### src/rtl/digit_serial_adder.sv
// -----------------------------------------------------------------------------
// digit_serial_adder
//
// Adds two WIDTH-bit operands plus a carry-in, two bits (one digit) per clock,
// LSB digit first. Each digit is added through a 32-entry lookup table indexed
// by {a_digit, b_digit, carry}. A request is accepted in IDLE and the block
// spends N = WIDTH/2 cycles in RUN. It then spends one cycle in DONE, where the
// registered result is valid and done pulses.
//
// Parameters
//   WIDTH  operand width in bits; must be even and at least 2
//
// Ports
//   clk    clock; all state changes on the rising edge
//   rst_n  asynchronous active-low reset
//   start  request a new addition (ignored outside IDLE)
//   a, b   operands, captured on the accepting edge
//   cin    carry-in, captured on the accepting edge
//   busy   high while digits are being processed (RUN)
//   done   one-cycle pulse marking a valid result (DONE)
//   sum    registered result, low WIDTH bits
//   cout   registered final carry
//   ovf    registered two's-complement overflow
//          (present only when DIGIT_SERIAL_OVF_EN is defined)
//
// Configuration
//   DIGIT_SERIAL_OVF_EN  adds the ovf output and its logic
// -----------------------------------------------------------------------------
module digit_serial_adder #(
    parameter int unsigned WIDTH = 8
) (
    input  logic             clk,
    input  logic             rst_n,
    input  logic             start,
    input  logic [WIDTH-1:0] a,
    input  logic [WIDTH-1:0] b,
    input  logic             cin,
    output logic             busy,
    output logic             done,
    output logic [WIDTH-1:0] sum,
    output logic             cout
`ifdef DIGIT_SERIAL_OVF_EN
    ,
    output logic             ovf
`endif
);

    localparam int unsigned N    = WIDTH / 2;
    localparam int unsigned CntW = (N > 1) ? $clog2(N) : 1;

    if ((WIDTH < 2) || ((WIDTH % 2) != 0)) begin : g_bad_width
        $error("digit_serial_adder: WIDTH must be even and at least 2");
    end

    typedef enum logic [1:0] {
        StIdle,
        StRun,
        StDone
    } state_e;

    state_e state_q, state_d;

    // Working copies of the operands, so later input changes cannot disturb
    // an operation in progress.
    logic [WIDTH-1:0] a_q, a_d;
    logic [WIDTH-1:0] b_q, b_d;
    logic [WIDTH-1:0] wsum_q, wsum_d;
    logic [CntW-1:0]  cnt_q, cnt_d;
    logic             carry_q, carry_d;

    // Result registers; these only change on entry to DONE.
    logic [WIDTH-1:0] sum_q, sum_d;
    logic             cout_q, cout_d;

    logic [1:0]       a_dig, b_dig;
    logic [2:0]       lut_out;
    logic             last_digit;
    logic [WIDTH-1:0] wsum_upd;

    // 2-bit digit add with carry: index {a_digit, b_digit, carry_in},
    // entry {carry_out, sum_digit}.
    function automatic logic [2:0] digit_lut(input logic [4:0] idx);
        logic [2:0] r;
        unique case (idx)
            5'd0:  r = 3'd0;
            5'd1:  r = 3'd1;
            5'd2:  r = 3'd1;
            5'd3:  r = 3'd2;
            5'd4:  r = 3'd2;
            5'd5:  r = 3'd3;
            5'd6:  r = 3'd3;
            5'd7:  r = 3'd4;
            5'd8:  r = 3'd1;
            5'd9:  r = 3'd2;
            5'd10: r = 3'd2;
            5'd11: r = 3'd3;
            5'd12: r = 3'd3;
            5'd13: r = 3'd4;
            5'd14: r = 3'd4;
            5'd15: r = 3'd5;
            5'd16: r = 3'd2;
            5'd17: r = 3'd3;
            5'd18: r = 3'd3;
            5'd19: r = 3'd4;
            5'd20: r = 3'd4;
            5'd21: r = 3'd5;
            5'd22: r = 3'd5;
            5'd23: r = 3'd6;
            5'd24: r = 3'd3;
            5'd25: r = 3'd4;
            5'd26: r = 3'd4;
            5'd27: r = 3'd5;
            5'd28: r = 3'd5;
            5'd29: r = 3'd6;
            5'd30: r = 3'd6;
            5'd31: r = 3'd7;
        endcase
        return r;
    endfunction

    // -------------------------------------------------------------------------
    // Digit datapath
    // -------------------------------------------------------------------------
    always_comb begin
        a_dig      = a_q[{cnt_q, 1'b0} +: 2];
        b_dig      = b_q[{cnt_q, 1'b0} +: 2];
        lut_out    = digit_lut({a_dig, b_dig, carry_q});
        last_digit = (cnt_q == CntW'(N - 1));

        wsum_upd                    = wsum_q;
        wsum_upd[{cnt_q, 1'b0} +: 2] = lut_out[1:0];
    end

    // -------------------------------------------------------------------------
    // FSM: state register
    // -------------------------------------------------------------------------
    always_ff @(posedge clk or negedge rst_n) begin
        if (!rst_n) begin
            state_q <= StIdle;
        end else begin
            state_q <= state_d;
        end
    end

    // -------------------------------------------------------------------------
    // FSM: next-state logic
    // -------------------------------------------------------------------------
    always_comb begin
        state_d = state_q;
        unique case (state_q)
            StIdle: begin
                if (start) begin
                    state_d = StRun;
                end
            end
            StRun: begin
                if (last_digit) begin
                    state_d = StDone;
                end
            end
            StDone: begin
                state_d = StIdle;
            end
            default: begin
                state_d = StIdle;
            end
        endcase
    end

    // -------------------------------------------------------------------------
    // FSM: outputs
    // -------------------------------------------------------------------------
    always_comb begin
        busy = 1'b0;
        done = 1'b0;
        unique case (state_q)
            StRun:   busy = 1'b1;
            StDone:  done = 1'b1;
            default: begin
                busy = 1'b0;
                done = 1'b0;
            end
        endcase
    end

    // -------------------------------------------------------------------------
    // Working and result register next-state
    // -------------------------------------------------------------------------
    always_comb begin
        a_d     = a_q;
        b_d     = b_q;
        wsum_d  = wsum_q;
        cnt_d   = cnt_q;
        carry_d = carry_q;
        sum_d   = sum_q;
        cout_d  = cout_q;

        if ((state_q == StIdle) && start) begin
            a_d     = a;
            b_d     = b;
            wsum_d  = '0;
            cnt_d   = '0;
            carry_d = cin;
        end else if (state_q == StRun) begin
            wsum_d  = wsum_upd;
            carry_d = lut_out[2];
            if (last_digit) begin
                // Park the counter at zero rather than letting it wrap.
                cnt_d  = '0;
                sum_d  = wsum_upd;
                cout_d = lut_out[2];
            end else begin
                cnt_d = cnt_q + 1'b1;
            end
        end
    end

    always_ff @(posedge clk or negedge rst_n) begin
        if (!rst_n) begin
            a_q     <= '0;
            b_q     <= '0;
            wsum_q  <= '0;
            cnt_q   <= '0;
            carry_q <= 1'b0;
            sum_q   <= '0;
            cout_q  <= 1'b0;
        end else begin
            a_q     <= a_d;
            b_q     <= b_d;
            wsum_q  <= wsum_d;
            cnt_q   <= cnt_d;
            carry_q <= carry_d;
            sum_q   <= sum_d;
            cout_q  <= cout_d;
        end
    end

    assign sum  = sum_q;
    assign cout = cout_q;

`ifdef DIGIT_SERIAL_OVF_EN
    // Signed overflow = carry into MSB XOR carry out of MSB. The carry into
    // the MSB is recovered from the MSB sum bit: sum = a ^ b ^ carry_in.
    logic ovf_q, ovf_d;
    logic msb_cin;

    always_comb begin
        msb_cin = a_dig[1] ^ b_dig[1] ^ lut_out[1];
        ovf_d   = ovf_q;
        if ((state_q == StRun) && last_digit) begin
            ovf_d = msb_cin ^ lut_out[2];
        end
    end

    always_ff @(posedge clk or negedge rst_n) begin
        if (!rst_n) begin
            ovf_q <= 1'b0;
        end else begin
            ovf_q <= ovf_d;
        end
    end

    assign ovf = ovf_q;
`endif

endmodule

### config.mk
export PLATFORM = sky130hd
export DESIGN_NAME = digit_serial_adder
export DESIGN_NICKNAME = d
export VERILOG_FILES = /design/src/rtl/digit_serial_adder.sv
export SDC_FILE = /design/constraint.sdc
export NUM_CORES = 1
export LEC_CHECK = 0
export ABC_CLOCK_PERIOD_IN_PS = 3900
export BUFFER_PORTS_ARGS = -buffer_cell sky130_fd_sc_hd__buf_2
export CAP_MARGIN = 30
export CELL_PAD_IN_SITES_DETAIL_PLACEMENT = 0
export CELL_PAD_IN_SITES_GLOBAL_PLACEMENT = 1
export CORE_MARGIN = 3
export CORE_UTILIZATION = 30
export CTS_CLUSTER_SIZE = 20
export DETAILED_ROUTE_END_ITERATION = 8
export PLACE_DENSITY_LB_ADDON = 0.1
export SLEW_MARGIN = 20
export SYNTH_ARGS = -nofsm -noshare
export SYNTH_HDL_FRONTEND = slang
export SYNTH_SLANG_ARGS = --single-unit
### constraint.sdc
create_clock -name clk -period 3.9 [get_ports clk]
set_input_delay 0.39 -clock clk [delete_from_list [all_inputs] [get_ports clk]]
set_output_delay 0.39 -clock clk [all_outputs]
set_load 0.1 [all_outputs]
* Word level (Yosys, flattened, before mapping) *
Memory sizes are Yosys's and may differ from the RTL's.
Index checks and enable logic that the tools add are counted.

storage, ports and cells
  ROM bits = 96
  memories = 1
  register bits after elaboration = 38

cells by class
  add/sub/neg operators = 2
  eq/ne operators = 5
  multiplexer cells = 13
  shifts and indexed selects = 4
  reductions and logical operators = 5
  bitwise logic cells = 1

memory list
  name             depth  width  rd ports  clocked after Yosys merged registers in  write ports  line  text
  (no name shown)  32     3      1         0                                        0            84    unique case (idx)

operators by type and width
  kind                   count
  $mux 8                 2
  $shiftx 8x4->2         2
  $mux 2                 5
  $bwmux 8               1
  $shift 2x5->8 const A  1
  $shiftx 2x5->8         1
  $neg 3->5              1
  $eq 2x2->1 const B     2
  $mux 1                 4
  $ne 2x2->1 const B     2
  $pmux 2 s2             1
  $reduce_and 3->1       1
  $add 2x1->2 const B    1
  $eq 2x1->1 const B     1
  $logic_not 2->1        1
  $reduce_and 2->1       1
  $reduce_bool 2->1      1
  $logic_and 1x1->1      1
  $not 1->1              1

* Logic depth before layout (Yosys ltp) *
Gate-level depths: netlist of run 1.
An unclocked memory read counts as a cell.

  depth in word-level cells = 6
  mapped depth = 8
  depth with buffers taken out = 7

* Worst setup path before layout of run 1 *
No wires, ideal clock.

  path kind = register -> output
  start point = register state_q[0]
  end point = output done
  required time = 3.510 ns
  path buffers = 0
  setup slack = 1.792 ns
  cell stages (with the launch flop) = 2
  data arrival time = 1.718 ns
  path through = dfrtp_1 > nor2b_1

on the way
  longest elaborated chain between the ends = 2

RTL lines
  item                      line  text
  start: declaration        61    state_e state_q, state_d;
  start signal: assignment  139   state_q <= StIdle;
  start signal: assignment  141   state_q <= state_d;
  $eq 2x2->1                176   unique case (state_q)
  $mux 1                    176
  end: declaration          39    output logic done,

No other way between the ends.

* Worst setup path in the final report of run 1 *
  start point = register cnt_q[0]
  end point = register wsum_q[2]

on the way
  longest elaborated chain between the ends = 6
  elaborated cells on any way between the ends = 9

RTL lines
  item                               line      text
  start: declaration                 68        logic [CntW-1:0] cnt_q, cnt_d;
  start signal: assignment           231       cnt_q <= cnt_d;
  $shiftx 8x4->2 (on tied branches)  125, 126
  $mem_v2 32x3                       n/a
  $shiftx 2x5->8                     131       wsum_upd[{cnt_q, 1'b0} +: 2] = lut_out[1:0];
  $bwmux 8 *                         131
  $mux 8 *                           204       end else if (state_q == StRun) begin
  $mux 8 *                           198       if ((state_q == StIdle) && start) begin
  end signal: assignment             230       wsum_q <= wsum_d;
  end: declaration                   67        logic [WIDTH-1:0] wsum_q, wsum_d;

Every way passes the cells marked *; elsewhere a longest branch is shown, timed or not. The select of a mux whose other input is x is not followed.
A chain may end at the register's enable or synchronous reset.

==> metrics.cfg, run 1 <==
[setup_path]
crit_arrival_ps=2680
path_buf_inv=1
worstPathMaxFanout=12
cpLargestDelayFamily=multiplexers
critical_path_class=flop to flop
reg2reg_slack_ps=1450
crit_chain=mux4_1, inv_1, ha_1, mux2i_2, and2_2, a22o_1
critPathLaunchType=flop
cp.required_ps=4130
crit_slowest_cell=mux4_1
end_kind=flop
max_stage_delay_ps=690

[synthesis]
synth_edf_count=0
syn-num-nets=193
syn_area_per_cell_um2=11.8
ys_dominant_reg_cell=dfrtp_1
synth-seq-cells=38
synth_cell_type_count=31
ys_async_sr_fraction_pct=100
netlist_area_um2=1920
netlist_instances=163
synth_seq_area_share_pct=49.4
synth_warnings=0

[clocking]
cts-root-buf=clkbuf_8
cts_tree=yes
cts_setup_buffers=0
numCtsBuffers=5
cts_buffer_depth=2
h-tree-depth=2
clk-insertion-delay-late_ps=290
path_clk_slew_ps=80
hold_buffers=0
cts_resized=0
cts.sinks=38

[sta]
period_minus_slack_ps=2450
timing.hold.ws_ps=46.6
max_slew.worst_pin.slew_ps=796
maxSlewHeadroom_pct=46.2
clock_skew_ps=8.54
min_period_over_period_pct=62.7
finalHoldViolations=0
fin_tns_setup_ps=0
rsz0062_at_grt=false
max_freq_mhz=409
setup_viol=0
slew_viol_final=0

[placement]
dp.final_hpwl_um=3060
portBuffers=30
gp_congestion=0.785

[detailed_routing]
first_pass_iters=4
drc_errors=0
ant_nets=0
wl_um=4190
vias_per_cell=4.92
via_count=1338
route.detailed.wl_per_inst_um=15.4
drtIter0Drc=55

[grt]
antenna_found_initial=0
grt_use_met1_pct=17.6
grt_max_degree=39
grt_first_pass_wirelength_um=7260
grt.met3_usage_pct=2.98
grt_pass1_vias=1418
grt_overflow=0
grt_usage_pct=12.8
globalRouteMet2Util_pct=19.3
grt-busiest-layer=met2

[floorplan]
core_area_um2=6060
start_util_pct=31.8
die_width_um=86.1
num_io_pins=31
die_y_um=86.1
dieArea_um2=7410
num_rows=28

[finish]
area_delta_synth_final_pct=18.1
final_common_cell=dfrtp_1
finalNetCount=226
final_core_util_pct=37.5
antenna_cells=0
fillers=616
layout_common_cells=dfrtp_1 (38), buf_2 (30), inv_1 (16), mux2_2 (16), nor2_1 (14)
drive_gt1_share_pct=35.5

[run_status]
status=completed

[worst_hold_path]
hold_class=primary input to asynchronous set/reset pin

[flow_run]
drv_cap=0

[routing by layer]
layer	vias up	share of wire (%)
met3	7	3.7
met2	21	46
met1	668	49
met4	0	1.8
li1	642	-
met5	-	0
[path summary, 6_finish.rpt]
path	startpoint	to	cells past startpoint
max	cnt_q[0]	wsum_q[2]	6
min reg2reg	cout	cout	2
min in group clk	b[5]	b_q[5]	2
max in group asynchronous	rst_n	a_q[6]	2
max reg2reg	cnt_q[0]	wsum_q[2]	6
min	rst_n	sum[4]	1
[final cells by class]
type	instances	area, um^2	share of cell area, %
sequential	38	951	41.9
tap	75	93.8	4.13
timing repair buffer	32	185	8.15
clock inverter	2	12.5	0.551
clock buffer	6	82.6	3.63
inverter	17	63.8	2.81
multi-input combinational	102	883	38.9
[cells in the mapped netlist, types with 2 or more instances]
library cell	n	share of area, %
dfrtp_1	38	49
inv_1	16	3.1
mux2_2	16	9.4
nor2_1	14	2.7
ha_1	10	6.5
nand2_1	10	2.0
a21oi_1	9	2.3
a221oi_1	4	1.8
a22o_1	4	1.8
clkbuf_1	4	0.78
o21ai_0	4	1.0
o22ai_1	4	1.3
o31ai_1	4	1.6
o31ai_2	4	2.6
mux4_2	3	3.5
mux2i_2	2	1.4
mux2i_4	2	2.3
nor3_1	2	0.52
[per-stage QoR]
step	instance area, um^2	worst slack [ps]	cells
2_1_floorplan	1920	1790	163
3_3_place_gp	2150	1540	263
3_5_place_dp	2150	1410	263
4_1_cts	2240	1410	271
5_1_grt	2270	1200	272
6_report	2270	1450	272
[state kept, by name, summed over array words and instances (netlist names)]
register and cells:
state_q 2, carry_q 1, wsum_q 8, a_q 8
cnt_q 2, cout 1, b_q 8, sum 8
[cells by family (layout without fill, tap and decap cells)]
| family | Yosys count | count (layout) | share of synthesized area (%) |
|---|---|---|---|
| simple gates | 32 | 32 | 7.41 |
| mux | 24 | 24 | 18.0 |
| xor+xnor | 1 | 1 | 0.455 |
| flops | 38 | 38 | 49.4 |
| fa+ha+maj | 10 | 10 | 6.50 |
| compound gates | 35 | 35 | 13.3 |
| buf+inv | 23 | 57 | 4.94 |
Power of run 1 is left out: the tool's default activity adds up to more than one toggle a clock period on the data nets, which glitch-free logic cannot reach.
==> inputs of run 2 (changes only) <==
- ABC_CLOCK_PERIOD_IN_PS: 3900 -> 2200
- clock period: 3.9 -> 2.2 ns (I/O delays scaled with it)
==> run 2 against run 1 <==
- worst hold slack lost 16 ps
- fmax rose by 20%
- critical path depth grew 2
- first-iteration DRC count is 29% higher
- count of clock-buffer cells in the layout is 1 lower
- global-route usage shrank 0.48 points
==> metrics.cfg, run 2 (synthesis results as in run 1) <==
[placement]
dp_slack_ps=-71.0  ; was 1410 ps
placed_area_um2=2210  ; was 2150 um^2
gp_congestion=0.783  ; was 0.785
place_inst=271  ; was 263
portBuffers=30  ; unchanged
dp.final_hpwl_um=3140  ; was 3060 um

[detailed_routing]
vias_per_cell=4.88  ; was 4.92
first_pass_iters=4  ; unchanged
via_count=1372  ; was 1338
route.detailed.wl_per_inst_um=14.9  ; was 15.4 um
drtIter0Drc=71  ; was 55
ant_nets=0  ; unchanged
drc_errors=0  ; unchanged
wl_um=4200  ; was 4190 um

[floorplan]
dieArea_um2=7410  ; unchanged
die_width_um=86.1  ; unchanged
num_io_pins=31  ; unchanged
num_rows=28  ; unchanged
start_util_pct=31.8  ; unchanged
core_area_um2=6060  ; unchanged
die_y_um=86.1  ; unchanged

[setup_path]
reg2reg_slack_ps=150  ; was 1450 ps
critPathLaunchType=flop  ; unchanged
end_kind=flop  ; unchanged
crit_slowest_cell=mux4_2  ; was mux4_1
rr_worst_depth=8  ; was 6
path_buf_inv=3  ; was 1
cpLargestDelayFamily=multiplexers  ; unchanged
cp.required_ps=2400  ; was 4130 ps
r2r-end=wsum_q[7]  ; was wsum_q[2]
worstPathMaxFanout=5  ; was 12
crit_chain=mux4_2, inv_1, ha_1, inv_1, mux2i_2, mux2i_4, buf_4, o31ai_2  ; was mux4_1, inv_1, ha_1, mux2i_2, and2_2, a22o_1
timing.rr.start=cnt_q[0]  ; unchanged
crit_arrival_ps=2250  ; was 2680 ps
crit_start=cnt_q[0]  ; unchanged
critical_path_class=flop to flop  ; unchanged
max_stage_delay_ps=560  ; was 690 ps
crit_top_cell=inv_1

[sta]
rsz0062_at_grt=false  ; unchanged
fin_tns_setup_ps=0  ; unchanged
max_slew.worst_pin.slew_ps=841  ; was 796 ps
period_minus_slack_ps=2050  ; was 2450 ps
max_freq_mhz=489  ; was 409 MHz
setup_viol=0  ; unchanged
clock_skew_ps=2.29  ; was 8.54 ps
min_period_over_period_pct=93.0  ; was 62.7%
finalHoldViolations=0  ; unchanged
slew_viol_final=0  ; unchanged
maxSlewHeadroom_pct=43.9  ; was 46.2%
worst_slack_ps=155  ; was 1450 ps

[finish]
drive_gt1_share_pct=39.8  ; was 35.5%
area_delta_synth_final_pct=21.9  ; was 18.1%
final_common_cell=dfrtp_1  ; unchanged
fin_cells=281  ; was 272
antenna_cells=0  ; unchanged
fillers=609  ; was 616
layout_common_cells=dfrtp_1 (37), buf_2 (30), inv_1 (16), mux2_2 (16), nor2_1 (14)  ; was dfrtp_1 (38), buf_2 (30), inv_1 (16), mux2_2 (16), nor2_1 (14)
fin_area_um2=2350  ; was 2270 um^2
finalNetCount=235  ; was 226

[run_status]
status=completed  ; unchanged

[grt]
grt_pass1_vias=1412  ; was 1418
grt_overflow=0  ; unchanged
antenna_found_initial=0  ; unchanged
grt_max_degree=39  ; unchanged
grt_usage_pct=12.3  ; was 12.8%
grt_first_pass_wirelength_um=7040  ; was 7260 um

[clocking]
clk-insertion-delay-late_ps=290  ; about the same
cts.sinks=38  ; unchanged
cts-root-buf=clkbuf_8  ; unchanged
cts_buffer_depth=2  ; unchanged
h-tree-depth=2  ; unchanged
path_clk_slew_ps=70  ; was 80 ps
hold_buffers=0  ; unchanged
numCtsBuffers=5  ; unchanged
cts_tree=yes  ; unchanged

[flow_run]
drv_cap=0  ; unchanged

[worst_hold_path]
hold_class=primary input to asynchronous set/reset pin  ; unchanged

run 2: cell count changes in the layout (fill, tap and decap cells not counted), sizes merged:
cell	delta
bufinv	+1
clkbuf	-1
buf	+9
clkinv	+1
clkinvlp	-1
run 2: worst reg2reg max path, cell delays in order, from the launching register on:
cell and delay [ps]:
dfrtp_2 440, mux4_2 560, inv_1 110, ha_1 140, inv_1 50, mux2i_2 190
mux2i_4 100, buf_4 170, o31ai_2 210
run 2: what timing repair did:
action	CTS	global route
gates resized for setup	2	2
endpoints found under the setup margin	9	7
buffers inserted	0	2
endpoints found under the hold margin	0	0
run 2: layout make-up:
cell class              instances  area (um^2)  share of cell area, %
multi-input cells             102          895                   38.1
well taps                      75         93.8                   4.00
clock buffers                   5         68.8                   2.93
repair buffers                 41          233                   9.92
flip-flops and latches         38          952                   40.6
inverters                      17         63.8                   2.72
clock inverters                 3         40.0                   1.71
run 2: how the worst max path moves through the flow:
| stage | endpoint | slack, ps | cells after the start |
|---|---|---|---|
| 6_report | wsum_q[7] | 150 | 8 |
| 5_1_grt | sum[1] | 30 | 6 |
| 4_1_cts | sum[2] | 30 | 6 |
| 3_5_place_dp | wsum_q[6] | -70 | 6 |
| 3_3_place_gp | sum[2] | 40 | 6 |
| 2_1_floorplan | wsum_q[0] | 120 | 7 |
run 2: layer usage:
layer	track usage, %	part of all wire (%)	up-vias
met5	0	0	-
met4	4.75	1.6	0
met3	3.84	4.8	6
met2	18.6	45	24
met1	16.4	48	678
li1	-	-	664
run 2: metrics by stage:
step / hold slack, ps / util, %
floorplan: -75.6 / -
global route: 96.0 / 38.7
CTS: 57.8 / 38.4
detailed placement: 379 / 36.5
finish: 31.1 / 38.7
global placement: 365 / 36.5
Power of run 2 is left out for the same reason.
==> inputs of run 3 (changes only) <==
--- a/config.mk
+++ b/config.mk
@@ -6,5 +6,5 @@
 export NUM_CORES = 1
 export LEC_CHECK = 0
-export ABC_CLOCK_PERIOD_IN_PS = 2200
+export ABC_CLOCK_PERIOD_IN_PS = 2000
 export BUFFER_PORTS_ARGS = -buffer_cell sky130_fd_sc_hd__buf_2
 export CAP_MARGIN = 30
==> constraint.sdc (replaced) <==
create_clock -name clk -period 2 [get_ports clk]
set_input_delay 0.2 -clock clk [delete_from_list [all_inputs] [get_ports clk]]
set_output_delay 0.2 -clock clk [all_outputs]
set_load 0.05 [all_outputs]
==> run 3 against run 2 <==
- the flow now finishes with violations (setup timing)
- clock skew up 7.7 ps
- critical endpoint is now sum[5]
- fmax up 1.0%
- global-route usage up 1.3 points
- register-to-register slack worse by 180 ps
- final cell count up 4.3%
- wire length up 11%
- non-clock buffer count up 12
==> metrics.cfg, run 3 (synthesis results as in run 1) <==
[sta]
min_period_over_period_pct=101  ; was 93.0%
finalHoldViolations=0  ; unchanged
rsz0062_at_grt=true  ; was false
setup_viol=7  ; was 0
worst_slack_ps=-24.5  ; was 155 ps
max_slew.worst_pin.slew_ps=511  ; was 841 ps
maxSlewHeadroom_pct=65.9  ; was 43.9%
period_minus_slack_ps=2020  ; was 2050 ps
clock_skew_ps=9.99  ; was 2.29 ps
slew_viol_final=0  ; unchanged
max_freq_mhz=494  ; was 489 MHz

[placement]
placed_area_um2=2270  ; was 2210 um^2
dp.final_hpwl_um=3290  ; was 3140 um
gp_congestion=0.764  ; was 0.783
portBuffers=30  ; unchanged

[setup_path]
max_stage_delay_ps=550  ; was 560 ps
crit_top_cell=buf_4  ; was inv_1
reg2reg_slack_ps=-20  ; was 150 ps
critical_path_class=flop to flop  ; unchanged
cp.required_ps=2170  ; was 2400 ps
worstPathMaxFanout=5  ; unchanged
crit_arrival_ps=2190  ; was 2250 ps
crit_chain=buf_4, mux4_2, xor2_2, mux2i_4, buf_4, o22ai_2  ; was mux4_2, inv_1, ha_1, inv_1, mux2i_2, mux2i_4, buf_4, o31ai_2
end_kind=flop  ; unchanged
critPathLaunchType=flop  ; unchanged
crit_slowest_cell=mux4_2  ; unchanged

[flow_run]
drv_cap=0  ; unchanged

[floorplan]
dieArea_um2=7410  ; unchanged
die_y_um=86.1  ; unchanged
die_width_um=86.1  ; unchanged
start_util_pct=31.8  ; unchanged
num_rows=28  ; unchanged
num_io_pins=31  ; unchanged
core_area_um2=6060  ; unchanged

[detailed_routing]
first_pass_iters=4  ; unchanged
ant_nets=0  ; unchanged
vias_per_cell=4.92  ; was 4.88
drc_errors=0  ; unchanged
route.detailed.wl_per_inst_um=15.9  ; was 14.9 um
via_count=1442  ; was 1372
drtIter0Drc=70  ; was 71
wl_um=4650  ; was 4200 um

[finish]
layout_common_cells=dfrtp_1 (37), buf_2 (30), buf_4 (20)  ; was dfrtp_1 (37), buf_2 (30), inv_1 (16), mux2_2 (16), nor2_1 (14)
area_delta_synth_final_pct=31.1  ; was 21.9%
finalNetCount=247  ; was 235
drive_gt1_share_pct=45.0  ; was 39.8%
fin_area_um2=2520  ; was 2350 um^2
final_common_cell=dfrtp_1  ; unchanged
antenna_cells=0  ; unchanged
fillers=582  ; was 609

[grt]
grt_usage_pct=13.6  ; was 12.3%
grt_max_degree=39  ; unchanged
grt_overflow=0  ; unchanged
grt-busiest-layer=met2  ; unchanged
grt.met3_usage_pct=3.27  ; was 3.84%
grt_use_met1_pct=18.9  ; was 16.4%
globalRouteMet2Util_pct=20.7  ; was 18.6%
grt_first_pass_wirelength_um=7710  ; was 7040 um
antenna_found_initial=0  ; unchanged
grt_pass1_vias=1558  ; was 1412

[clocking]
h-tree-depth=2  ; unchanged
path_clk_slew_ps=80  ; was 70 ps
numCtsBuffers=5  ; unchanged
cts-root-buf=clkbuf_8  ; unchanged
cts.sinks=38  ; unchanged
clk-insertion-delay-late_ps=290  ; about the same
cts_buffer_depth=2  ; unchanged
cts_tree=yes  ; unchanged

[worst_hold_path]
hold_class=primary input to flop  ; was primary input to asynchronous set/reset pin

[run_status]
status=finished with violations  ; was completed
failed_checks=setup timing

==> run 3: cell count changes in the layout (fill, tap and decap cells not counted), moves of 2 or more <==
cell	change
buf_4	+9
clkbuf_1	+2
clkinv_2	-2
o31ai_2	-3
o31ai_4	+3
==> run 3: critical path, delay by kind of cell (launching register included) <==
kind | cells | cell delay, ps
compound gates | 1 | 70
xor+xnor | 1 | 250
buf+inv | 2 | 310
flops | 1 | 420
mux | 2 | 850
==> run 3: cell type report <==
cell class	instances	area, um^2	share of cell area (%)
sequential	38	952	37.7
clock inverter	1	30.0	1.19
timing repair buffer	53	342	13.5
clock buffer	7	76.3	3.03
tap	75	93.8	3.72
inverter	17	63.8	2.53
multi-input combinational	102	965	38.2
==> run 3: metal layers <==
metal / wire, um / part of all wire, % / vias to the layer above
met5: 0 / 0 / -
met4: 63 / 1.4 / 0
met3: 194 / 4.2 / 7
met2: 2190 / 47 / 24
met1: 2200 / 47 / 726
li1: - / - / 685
==> run 3: metrics by stage <==
stage | worst slack, ps | setup TNS, ps | std cells | hold WS (ps) | util, %
after floorplan | 6.13 | 0 | 163 | -95.6 | -
after global placement | -162 | -1340 | 279 | 282 | 37.4
after detailed placement | -247 | -2830 | 279 | 297 | 37.4
after CTS | -12.7 | -37.1 | 291 | 128 | 40.8
after global routing | -96.7 | -873 | 293 | 127 | 41.6
final | -24.5 | -54.2 | 293 | 129 | 41.6
==> run 3: repair_timing <==
| action | in CTS | in global routing |
|---|---|---|
| gates resized for setup | 10 | 5 |
| setup endpoints to repair | 18 | 15 |
| endpoints found under the hold margin | 38 | 0 |
| buffers inserted | 3 | 4 |
| pin swaps | 6 | 2 |
| hold buffers | 1 | 0 |
==> run 3: final timing paths <==
| check | from | endpoint | cells past startpoint |
|---|---|---|---|
| max | cnt_q[0] | sum[5] | 6 |
| min | a[2] | a_q[2] | 2 |
| max reg2reg | cnt_q[0] | sum[5] | 6 |
| min reg2reg | wsum_q[3] | wsum_q[3] | 2 |
| max in group asynchronous | rst_n | cnt_q[0] | 3 |
| min in group asynchronous | rst_n | cout | 3 |
Power of run 3 is left out for the same reason.
